--- src/rtl/ks_pkg.sv ---
// ks_pkg: shared constants and per-stage pipeline record for the Kogge-Stone pipelined adder
package ks_pkg;
  localparam int SLICE_W    = 8;
  localparam int NUM_STAGES = 4;
  localparam int DATA_W     = SLICE_W * NUM_STAGES;
  localparam int KS_TAG_W   = 5;
  typedef struct packed {
    logic [DATA_W-1:0]   a;
    logic [DATA_W-1:0]   b;
    logic [DATA_W-1:0]   sum;
    logic                carry;
    logic                sub;
    logic [KS_TAG_W-1:0] tag;
    logic                valid;
  } ks_stage_t;
endpackage

--- src/rtl/ks8_cin_slice.sv ---
// ks8_cin_slice: 8-bit Kogge-Stone prefix adder with carry-in, exposing carry into the top bit
module ks8_cin_slice
  import ks_pkg::*;
(
  input  logic [SLICE_W-1:0] a_i,
  input  logic [SLICE_W-1:0] b_i,
  input  logic               cin_i,
  output logic [SLICE_W-1:0] sum_o,
  output logic               cout_o,
  output logic               c7_o
);
  logic [SLICE_W-1:0] p, gk, pk, gn, pn;
  // carry-in is folded into bit 0's generate, then log2(SLICE_W) prefix levels
  always_comb begin
    p  = a_i ^ b_i;
    gk = (a_i & b_i) | {{(SLICE_W-1){1'b0}}, p[0] & cin_i};
    pk = p;
    for (int l = 1; l < SLICE_W; l = l * 2) begin
      gn = gk;
      pn = pk;
      for (int i = l; i < SLICE_W; i++) begin
        gn[i] = gk[i] | (pk[i] & gk[i-l]);
        pn[i] = pk[i] & pk[i-l];
      end
      gk = gn;
      pk = pn;
    end
    sum_o  = p ^ {gk[SLICE_W-2:0], cin_i};
    cout_o = gk[SLICE_W-1];
    c7_o   = gk[SLICE_W-2];
  end
endmodule

--- src/rtl/ks_add32_pipe.sv ---
// ks_add32_pipe: 4-stage elastic 32-bit add/sub, one byte per stage; KS_ADD32_SUB_EN enables subtraction
module ks_add32_pipe
  import ks_pkg::*;
#(
  parameter int TAG_W = KS_TAG_W
) (
  input  logic              clk,
  input  logic              rst_n,
  input  logic              in_valid,
  output logic              in_ready,
  input  logic [DATA_W-1:0] in_a,
  input  logic [DATA_W-1:0] in_b,
  input  logic              in_sub,
  input  logic [TAG_W-1:0]  in_tag,
  output logic              out_valid,
  input  logic              out_ready,
  output logic [DATA_W-1:0] out_sum,
  output logic              out_cout,
  output logic              out_ovf,
  output logic [TAG_W-1:0]  out_tag
);
  ks_stage_t st_q [NUM_STAGES];
  ks_stage_t st_d [NUM_STAGES];
  ks_stage_t src  [NUM_STAGES];
  logic [NUM_STAGES-1:0] rdy, co_w, c7_w;
  logic [SLICE_W-1:0] s_w [NUM_STAGES];
  logic [DATA_W-1:0] b_eff;
  logic sub_eff, ovf_q, ovf_d;
`ifdef KS_ADD32_SUB_EN
  assign sub_eff = in_sub;
  assign b_eff   = in_b ^ {DATA_W{in_sub}};
`else
  logic unused_sub;
  assign unused_sub = in_sub;
  assign sub_eff    = 1'b0;
  assign b_eff      = in_b;
`endif
  logic unused_tail;
  assign unused_tail = ^{st_q[NUM_STAGES-1].a, st_q[NUM_STAGES-1].b, st_q[NUM_STAGES-1].sub};
  // backward ready chain: a stage may load if it is empty or its successor can load
  always_comb begin
    rdy[NUM_STAGES-1] = !st_q[NUM_STAGES-1].valid || out_ready;
    for (int k = NUM_STAGES - 2; k >= 0; k--) rdy[k] = !st_q[k].valid || rdy[k+1];
  end
  // operand source per stage: the entry record for stage 0, the previous register otherwise
  always_comb begin
    src[0] = '{a: in_a, b: b_eff, sum: '0, carry: sub_eff, sub: sub_eff,
               tag: KS_TAG_W'(in_tag), valid: in_valid};
    for (int k = 1; k < NUM_STAGES; k++) src[k] = st_q[k-1];
  end
  for (genvar k = 0; k < NUM_STAGES; k++) begin : g_slice
    ks8_cin_slice u_slice (
      .a_i   (src[k].a[SLICE_W*k +: SLICE_W]),
      .b_i   (src[k].b[SLICE_W*k +: SLICE_W]),
      .cin_i (src[k].carry),
      .sum_o (s_w[k]),
      .cout_o(co_w[k]),
      .c7_o  (c7_w[k])
    );
  end
  // next record per stage: insert this stage's sum byte and replace the carry with its carry-out
  always_comb begin
    for (int k = 0; k < NUM_STAGES; k++) begin
      st_d[k] = src[k];
      st_d[k].sum[SLICE_W*k +: SLICE_W] = s_w[k];
      st_d[k].carry = co_w[k];
    end
    ovf_d = c7_w[NUM_STAGES-1] ^ co_w[NUM_STAGES-1];
  end
  // stage registers load whenever their ready is high, which lets bubbles collapse
  always_ff @(posedge clk or negedge rst_n) begin
    if (!rst_n) begin
      for (int k = 0; k < NUM_STAGES; k++) st_q[k] <= '0;
      ovf_q <= 1'b0;
    end else begin
      for (int k = 0; k < NUM_STAGES; k++) if (rdy[k]) st_q[k] <= st_d[k];
      if (rdy[NUM_STAGES-1]) ovf_q <= ovf_d;
    end
  end
  assign in_ready  = rdy[0];
  assign out_valid = st_q[NUM_STAGES-1].valid;
  assign out_sum   = st_q[NUM_STAGES-1].sum;
  assign out_cout  = st_q[NUM_STAGES-1].carry;
  assign out_ovf   = ovf_q;
  assign out_tag   = TAG_W'(st_q[NUM_STAGES-1].tag);
endmodule
--- config.mk ---
export PLATFORM = sky130hd
export DESIGN_NAME = ks_add32_pipe
export DESIGN_NICKNAME = d
export VERILOG_FILES = /design/src/rtl/ks_pkg.sv /design/src/rtl/ks8_cin_slice.sv /design/src/rtl/ks_add32_pipe.sv
export SDC_FILE = /design/constraint.sdc
export NUM_CORES = 1
export LEC_CHECK = 0
export ABC_AREA = 1
export CAP_MARGIN = 10
export CORE_MARGIN = 5
export CORE_UTILIZATION = 55
export DETAILED_ROUTE_END_ITERATION = 7
export GPL_ROUTABILITY_DRIVEN = 0
export GPL_TIMING_DRIVEN = 1
export PLACE_DENSITY = 0.79
export SETUP_SLACK_MARGIN = 0.1
export SYNTH_ARGS = -nofsm -noshare
export SYNTH_HDL_FRONTEND = slang
export SYNTH_SLANG_ARGS = --single-unit
export TNS_END_PERCENT = 10
--- constraint.sdc ---
create_clock -name clk -period 2.1 [get_ports clk]
set_input_delay 0.42 -clock clk [delete_from_list [all_inputs] [get_ports clk]]
set_output_delay 0.42 -clock clk [all_outputs]
set_load 0.005 [all_outputs]
==> results.md <==
* Status: completed
* Post-synthesis mux area share at 0
* First-pass GRT wire length at 33100 um
* Layout cell share with drive strength beyond 1 at 0.0666
* CP Max Fanout at 2
* CTS buffer count at 21
* Die H at 138 um
* Data required, critical path at 1.68 ns
* Synthesis warning total at 0
* Worst setup startpoint: out_valid
* Setup crit end kind: output pin
* Most used DFF post-synth: dfrtp_1
* Post-synthesis async set-or-reset flop share at 1.00
* IO Pins at 115
* Final period utilization at 0.934
* Core area at 0.0160 mm^2
* Vias in the first global route at 6973
* Compound-Gate Fraction of Synth Area at 0.0689
* Worst Path Arrival at 1.54 ns
* Syn nets at 1159
* Die Width at 138 um
* Simple-Gate Fraction of Synth Area at 0.237
* Crit path largest cell delay at 0.37 ns
* IO buf count at 113
* Clock slew at reported path FFs at 0.06 ns
* P_leak at 5.75 nW
* DR pass1 iterations at 5
* Worst clock skew at 0.00803 ns
* Synth area leaders: dfrtp_1 (57%), nand2_1 (19%), o21ai_0 (6.0%), inv_1 (4.1%), ha_1 (4.0%)
* DP Cell Count at 1363
* Fin crit period at 1.96 ns
* Final Setup Violations at 0
* Sequential cell area at 0.00513 mm^2
* Reg-to-Reg Start: src[7]
* H-tree levels at 1
* Wire length per cell at 13.7 um
* Initial drt markers at 431
* Fin Setup TNS at 0 ns
* CP Cell Sequence: inv_2 -> nor2_4 -> nand2_4 -> nor2_4 -> nand2_4 -> clkdlybuf4s15_1
* Multi-input combinational cell area at 0.00335 mm^2
* Post-synth top area cell: dfrtp_1
* Yosys top cell area share at 0.567
* Final Hold Viols at 0
* Worst-Skew Late Latency at 0.48 ns
* Remaining DRCs at 0
* WHS Path Cells at 2
* Power Density at 1090 mW/mm^2
* Pin count of the biggest net entering global routing at 67
* Fin. max-slew vios at 0
* Maxcap violations at 0
* Antenna diodes at 0
* Largest family of logic cells by synthesized area: simple AND/OR/NAND/NOR gates
* Clk buf depth at 3
* Slew @ Worst Pin at 0.556 ns
* Unrepaired setup endpoints after global routing: true
* Routed WL at 19300 um
* Die area at 0.0191 mm^2
* Post-route ant nets at 0
* Synthesized area per cell at 8.62 um^2
* P&R area growth vs syn at 23.9%
* Vias at 7014
* FILL cells at 1274
* Hold wc startpoint: src[221]
* Initial Util at 0.565
* Hold Path Class: flop to flop
* DR vias/cell at 5.00
* CTS Sinks at 205
* Synthesized instance count at 1049
* Synthesis-stage register bit count at 205
* Setup CP Type: flop to output pin
* Startpoint types: flop
* Root Driver: clkbuf_16
* Cell Area, Synth at 0.00905 mm^2
* EDFF count, synth at 0
* Worst VDD drop at 0.659 mV
* Part of the Yosys area used for sequential elements at 0.567
* Rows at 46
* GRT Util Overall at 0.204
* Slowest cell on the critical path: dfrtp_1
* GR Overflow Total at 0
* Relative max-transition margin at 0.629
* Final #Nets at 1282
* CTS tree: built
* FF-to-FF path depth at 10
* Synth unique cells at 23
* Synth Area in Adders at 0.0556
* DP HPWL at 13500 um
* Final Non-Filler Cells at 1402
* Initial antenna violation count at 1
* Post-Synth XOR/XNOR Area at 0.00775
* Max Freq at 0.510 GHz
## state kept, by name (all words and copies together) (netlist names)
name / count
out_tag: 5
out_valid: 1
out_cout: 1
out_sum: 32
out_ovf: 1
src: 165
## cells by family (layout without fill, tap and decap cells)
logic type	count (synthesis)	after routing
AO/OA/AOI/OAI	124	124
XOR/XNOR	8	8
adder cells (fa/ha/maj)	36	36
buffers and inverters	141	278
flip-flops	205	205
AND/OR/NAND/NOR	535	535
## worst paths after layout
check	slack, ns	end
setup / recovery	0.14	in_ready
hold / removal	0.47	src[117]
setup reg to reg	0.20	out_ovf
hold reg to reg	0.47	src[117]
max in group asynchronous	0.99	src[302]
min in group asynchronous	0.51	out_sum[10]
## layout by cell type, fill, tap and decap left out, types with 3 or more instances in the layout
cell,count
a21oi_1,15
buf_12,5
buf_4,22
clkbuf_1,3
clkbuf_16,21
clkbuf_8,6
clkdlybuf4s50_1,111
clkinv_2,7
dfrtp_1,205
fa_1,7
ha_1,29
inv_1,97
inv_2,3
nand2_1,458
nand3_1,28
nand3b_1,14
nor2_1,20
o21ai_0,107
or2_2,10
xor2_1,7
## cells in the mapped netlist, types with 10 or more instances
master    number
nand2_1      458
dfrtp_1      205
o21ai_0      108
inv_1         98
ha_1          29
nand3_1       28
clkbuf_1      24
nor2_1        20
a21oi_1       15
nand3b_1      14
buf_2         13
or2_2         10
## layout make-up
class                      count  share of cell area
sequential                   205               0.458
multi-input combinational    703               0.299
timing repair buffer         141               0.126
clock buffer                  29              0.0540
inverter                     100              0.0335
tap                          216              0.0241
clock inverter                 8             0.00581
## timing repair
| action | CTS | global route |
|---|---|---|
| endpoints found under the setup margin | 1 | 5 |
| resized for setup | 4 | 1 |
| hold endpoints to repair | 55 | 0 |
| gates cloned | 0 | 0 |
| setup buffers | 1 | 0 |
| hold buffers | 1 | 0 |
| pin swaps | 2 | 0 |
## power by group
| part | switching [W] | internal, W |
|---|---|---|
| registers | 0.000535 | 0.00491 |
| logic | 0.00169 | 0.00149 |
| clock network | 0.00145 | 0.00213 |
## stage by stage
step / power, W / cell area (um^2) / setup WS [ns] / util / hold slack [ns]
floorplan: 0.00716 / 9050 / 0.408 / - / 0.124
global placement: 0.00849 / 10500 / -0.0967 / 0.657 / 0.451
detailed placement: 0.00865 / 10500 / -0.109 / 0.657 / 0.452
CTS: 0.0123 / 11200 / 0.115 / 0.700 / 0.463
global route: 0.0130 / 11200 / 0.0619 / 0.700 / 0.477
finish: 0.0122 / 11200 / 0.139 / 0.700 / 0.466
## critical path: cells and delay by family (launching register included)
| kind | cells | cell delay [ns] |
|---|---|---|
| flip-flops | 1 | 0.37 |
| AND/OR/NAND/NOR | 4 | 0.43 |
| buffers and inverters | 2 | 0.26 |
## per-layer routing
layer  up-vias  track usage  routed length [um]
met5         -            0                   8
met4         2       0.0510                 328
met3        31       0.0379                1190
met2       176        0.335                9070
met1      3294        0.283                8660
li1       3511            -                   -
No activity file was read; power rests on OpenSTA's default activity.
